## config.mk

```make
export PLATFORM = sky130hd
export DESIGN_NAME = multu
export DESIGN_NICKNAME = d
export VERILOG_FILES = /design/src/rtl/multu.sv
export SDC_FILE = /design/constraint.sdc
export NUM_CORES = 1
export LEC_CHECK = 0
export CAP_MARGIN = 20
export CORE_UTILIZATION = 55
export DETAILED_ROUTE_END_ITERATION = 7
export GPL_ROUTABILITY_DRIVEN = 1
export PLACE_DENSITY = 0.8
export SYNTH_ARGS = -nofsm -noshare
export SYNTH_HDL_FRONTEND = slang
export SYNTH_SLANG_ARGS = --single-unit
```

## constraint.sdc

```tcl
create_clock -name clk -period 5.9 [get_ports clk]
set_input_delay 0.885 -clock clk [delete_from_list [all_inputs] [get_ports clk]]
set_output_delay 0.885 -clock clk [all_outputs]
set_load 0.005 [all_outputs]
```

## src/rtl/multu.sv

```systemverilog
// -----------------------------------------------------------------------------
// multu -- sequential shift-add unsigned multiplier (32 x 32 bits).
//
// Processes one multiplier bit per clock, LSB first. A result appears exactly
// 32 rising edges after the start edge.
//
// Ports
//   clk        : single clock, all state updates on its rising edge
//   reset      : asynchronous, active-high; forces IDLE and clears all state
//   a          : unsigned multiplicand, sampled only at the start edge
//   b          : unsigned multiplier, sampled only at the start edge
//   doMult     : start request, level-sampled in IDLE and DONE, ignored in BUSY
//   out        : low 32 bits of a*b (registered, held until next completion)
//   mult_done  : result-valid flag (registered), drops at the next start edge
//   out_hi     : high 32 bits of a*b, present only with MULTU_HI_OUT_EN
//
// Configuration macro
//   MULTU_HI_OUT_EN : when defined, adds out_hi and keeps a 64-bit
//                     accumulator. When undefined, only the low 32 product
//                     bits are accumulated (upper bits never reach out).
// -----------------------------------------------------------------------------
module multu (
   input  logic        clk,
   input  logic        reset,
   input  logic [31:0] a,
   input  logic [31:0] b,
   input  logic        doMult,
   output logic [31:0] out,
`ifdef MULTU_HI_OUT_EN
   output logic [31:0] out_hi,
`endif
   output logic        mult_done
);

`ifdef MULTU_HI_OUT_EN
   localparam int ACC_W = 64;
`else
   // Carries out of bit 31 can never influence out, so they are not kept.
   localparam int ACC_W = 32;
`endif

   typedef enum logic [1:0] {
      IDLE = 2'd0,
      BUSY = 2'd1,
      DONE = 2'd2
   } state_t;

   state_t           state_reg;
   // Multiplicand pre-shifted by the iteration index, so each step adds it
   // directly instead of using a barrel shifter indexed by the count.
   logic [ACC_W-1:0] mcand_reg;
   // Multiplier shifted right each step; bit 0 is always the current bit.
   logic [31:0]      mplier_reg;
   logic [ACC_W-1:0] acc_reg;
   logic [4:0]       count_reg;
   logic [ACC_W-1:0] acc_next;

   // Accumulator value including the step performed at this edge; used both
   // to update the accumulator and to load the result on the final step.
   always_comb begin
      acc_next = acc_reg;
      if (mplier_reg[0]) begin
         acc_next = acc_reg + mcand_reg;
      end
   end

   always_ff @(posedge clk or posedge reset) begin
      if (reset) begin
         state_reg  <= IDLE;
         mcand_reg  <= '0;
         mplier_reg <= '0;
         acc_reg    <= '0;
         count_reg  <= '0;
         out        <= '0;
`ifdef MULTU_HI_OUT_EN
         out_hi     <= '0;
`endif
         mult_done  <= 1'b0;
      end else begin
         case (state_reg)
            IDLE, DONE: begin
               // Explicit compare so an unknown doMult does not start.
               if (doMult == 1'b1) begin
                  mcand_reg  <= ACC_W'(a);
                  mplier_reg <= b;
                  acc_reg    <= '0;
                  count_reg  <= '0;
                  mult_done  <= 1'b0;
                  state_reg  <= BUSY;
               end
            end

            BUSY: begin
               acc_reg    <= acc_next;
               mcand_reg  <= {mcand_reg[ACC_W-2:0], 1'b0};
               mplier_reg <= {1'b0, mplier_reg[31:1]};
               count_reg  <= count_reg + 5'd1;
               // Index 31 is the 32nd BUSY edge: publish the full product.
               if (count_reg == 5'd31) begin
                  out       <= acc_next[31:0];
`ifdef MULTU_HI_OUT_EN
                  out_hi    <= acc_next[63:32];
`endif
                  mult_done <= 1'b1;
                  state_reg <= DONE;
               end
            end

            default: begin
               state_reg <= IDLE;
            end
         endcase
      end
   end

endmodule

```

Word-level counts from Yosys, hierarchy flattened
Index checks and enable logic that the tools add are counted.

storage, ports and cells
  bits in latches = 0
  memories = 0
  input bits = 67
  register bits after elaboration = 136
  memory bits (writable) = 0
  memory bits (read-only) = 0

cells by class
  reduce and logical (&&, ||, !) cells = 7
  bitwise logic cells = 0
  multiplexer cells = 15
  multiply operators = 0
  divide/modulo/power cells = 0
  eq/ne operators = 5
  magnitude comparators = 0
  $add $sub $neg = 2
  shift-type cells = 0

operators by type and width
  kind                 count
  $pmux 32 s2          3
  $mux 32              4
  $add 32x32->32       1
  $pmux 5 s2           1
  $reduce_and 2->1     3
  $add 5x1->5 const B  1
  $eq 5x5->1 const B   1
  $mux 5               1
  $mux 2               2
  $ne 2x2->1 const B   2
  $pmux 2 s2           1
  $reduce_and 3->1     1
  $eq 2x1->1 const B   1
  $eq 2x2->1 const B   1
  $logic_not 2->1      1
  $mux 1               2
  $pmux 1 s2           1
  $reduce_bool 2->1    1
  $reduce_or 2->1      1

Logic depth before layout (Yosys ltp)
  word-level depth = 4
  mapped depth = 11

Worst setup path after synthesis
OpenSTA, ideal clock, no wires.

  path type = register to register
  start point = register mcand_reg[0]
  end point = register out[28]
  stages on the path, launching flop included = 12
  path slack = 3.083 ns
  arrival = 2.693 ns
  buffers on the path = 0
  setup time = 0.124 ns
  path through = dfrtp_1 -> ha_1 -> fa_1 -> a21o_1 -> a221oi_2 -> o31ai_2 -> a211o_1 -> nand2_1 -> nand3_2 -> a31oi_4 -> mux2i_1 -> a211o_1

between the ends
  longest elaborated chain between the ends = 2

ends and longest elaborated chain
  element                   line  text
  start: declaration        51    logic [ACC_W-1:0] mcand_reg;
  start signal: assignment  84    mcand_reg <= ACC_W'(a);
  start signal: assignment  95    mcand_reg <= {mcand_reg[ACC_W-2:0], 1'b0};
  $add 32x32->32            63    acc_next = acc_reg + mcand_reg;
  $mux 32                   62    if (mplier_reg[0]) begin
  end signal: assignment    100   out <= acc_next[31:0];
  end: declaration          28    output logic [31:0] out,

Every way passes these cells.
A chain may end at the register's enable or synchronous reset.

Worst setup path after layout
Ends and elaborated chain as after synthesis.

==> reports/results.ini <==
[hold_path]
hp-class = register to register

[setup_path]
slowest_stage = dfrtp_1
crit_cells = 11
r2r_start = mcand_reg[0]
cp-endpoint = out[28]
cp-startpoint = mcand_reg[0]
crit_buf_inv = 0
crit_family = compound AO/OA/AOI/OAI gates
timing.rr.end = out[28]
critical-path-max-stage-delay_ns = 0.41
ff2ff_setup_slack_ns = 2.75
worst-setup-path-type = register to register
arrival_ns = 3.46
cp_max_fo = 5
cp.required_ns = 6.21
end_kind = register
r2r_cells = 11
critical_path.cell_chain = ha_1 > fa_1 > a21o_1 > a221oi_2 > o31ai_2 > a211o_1 > nand2_1 > nand3_2 > a31oi_4 > mux2i_1 > a211o_1
critPathLaunchType = register
crit_top_cell = a211o_1

[synth]
synthFlopType = dfrtp_1
synth_area_leaders = dfrtp_1 47%, nand2_1 10%, a22oi_1 6.4%
yosysWarnings = 0
avgSynthCellArea_um2 = 9.14
yosysTopAreaCellShare_pct = 46.8
syn-cell-area_um2 = 7270
synthArstFlopShare_pct = 100
synth_cell_type_count = 50
synthCells = 796
synth_top_area_cell = dfrtp_1
synth_nets = 897
ys_ff_latch = 136
yosysSeqAreaShare_pct = 46.8
synth_edf_count = 0

[timing]
timing.final.crit_share_pct = 53.4
finalMaxSlewViolations = 0
slew_headroom_pct = 28.5
min_period_ns = 3.15
hold_viol = 0
worst_slew_pin_slew_ns = 1.07
rsz0062_at_grt = no
tns_ns = 0
setup_violations = 0
max_freq_mhz = 317
fin_skew_ns = 0.00476

[clocking]
root_buffer = clkbuf_16
cts_made_buffers = 17
clock-sinks = 136
clkTransAtPathRegs_ns = 0.06
cts_setup_buffers = 0
post_cts_resized = 0
cts_htree_levels = 4
clockBufferDepth = 2
clock_latency_ns = 0.42
cts_tree = built
hold_buffers = 0

[die]
rows = 41
die_x_um = 117
core-area_um2 = 12800
ios = 100
die_h_um = 117
start_util_pct = 56.9
die_area_um2 = 13700

[route]
post_drt_wl_per_cell_um = 16.7
drt-total-wl_um = 17700
drtIter0Drc = 397
vias = 6302
drc = 0
via_per_inst = 5.95
drtAntennaViolNets = 0
dr.pass1.iters = 5

[final_layout]
layout_commonest_cell = nand2_1
stdcell_count = 1060
syn_to_final_growth_pct = 24.3
drive_gt1_share_pct = 6.08
fin_util_pct = 70.8
final_cell_mix = 196 x nand2_1, 135 x dfrtp_1, 99 x clkdlybuf4s50_1
n_antenna_cell = 0
final_nets = 976

[placement]
dpl.cell_count = 1027
port_buffers = 99
hpwl_um = 11900
place.gp.congestion = 0.921

[global_route]
track_usage_pct = 27.8
grt_pass1_vias = 6190
grt_max_degree = 89
grt-ovfl-total = 0
antenna_found_initial = 0
grt_pass1_wl_um = 29000

[outcome]
status = finished clean

[power]
p_per_area_nw_per_um2 = 588
peakVddDrop_mv = 0.256
leakagePower_nw = 4.25

[run]
cap_viol_max_count = 0

==> kinds of logic after synthesis <==
| kind of cell | synth area share [%] |
|---|---|
| AO/OA/AOI/OAI | 20.5 |
| XOR/XNOR | 3.13 |
| adder cells (fa/ha/maj) | 5.95 |
| buffers and inverters | 2.86 |
| flip-flops | 46.8 |
| multiplexers | 3.77 |
| AND/OR/NAND/NOR | 17.0 |
==> worst min-delay path: stages, from the launching register on <==
cell and delay, ns:
dfrtp_1 0.34, nand2_1 0.05, nand2_1 0.05
==> metrics by stage <==
step | worst slack, ns | area (um^2) | total power (W) | hold WS [ns]
2_1_floorplan | 1.38 | 7270 | 0.00347 | 0.446
3_3_place_gp | 2.89 | 8380 | 0.00403 | 0.459
3_5_place_dp | 2.81 | 8380 | 0.00415 | 0.463
4_1_cts | 2.78 | 9010 | 0.00530 | 0.482
5_1_grt | 2.57 | 9040 | 0.00571 | 0.497
6_report | 2.75 | 9040 | 0.00532 | 0.479
==> layout make-up <==
cell class | count | area, um^2
fill | 948 | 3730
multi-input combinational | 605 | 3690
sequential | 136 | 3400
timing repair buffer | 105 | 1060
clock buffer | 22 | 494
tap | 172 | 215
clock inverter | 10 | 140
inverter | 10 | 40.0
==> report_power, final <==
part,internal (W),total [W],switching [W]
logic,0.00113,0.00252,0.00139
registers,0.00132,0.00167,0.000356
clock network,0.000721,0.00112,0.000401
total,0.00317,0.00532,0.00215
==> routing by layer <==
metal	track usage, %	vias to the layer above	part of all wire [%]
li1	-	2976	-
met1	35.6	3050	44
met2	45.2	238	47
met3	6.59	38	7.3
met4	12.1	0	2.1
met5	0	-	0
==> synth_stat cells (2+ instances only) <==
master     number
inv_1          10
a21boi_0        2
a2111oi_0       2
o21ai_0        70
o21a_1          3
mux2i_1        24
clkbuf_1       40
xnor2_1        20
a22o_1         10
and3_1          8
nor3b_1         5
and2_1          4
nor2b_1         8
a21oi_1        37
o21bai_1        3
nand2_1       197
ha_1           33
nand2b_1        6
a22oi_1        62
a211oi_1        2
buf_1           4
mux2_2          3
nor3_1          3
a211o_1         5
a31oi_1         4
dfrtp_1       136
nor2_1         25
nand3b_1        2
nand4_1         3
xor2_1          6
o22ai_1         2
nand3_1        27
a21o_1         13
==> how the worst min path moves through the flow <==
stage,endpoint,slack (ns),cells past startpoint,startpoint
floorplan,mplier_reg[10],0.45,2,mplier_reg[10]
global placement,mplier_reg[22],0.46,2,mplier_reg[22]
detailed placement,mplier_reg[28],0.46,2,mplier_reg[28]
CTS,mplier_reg[16],0.48,2,mplier_reg[16]
global route,mplier_reg[28],0.50,2,mplier_reg[28]
finish,mplier_reg[14],0.48,2,mplier_reg[14]
Power figures use the tool's default switching activity.
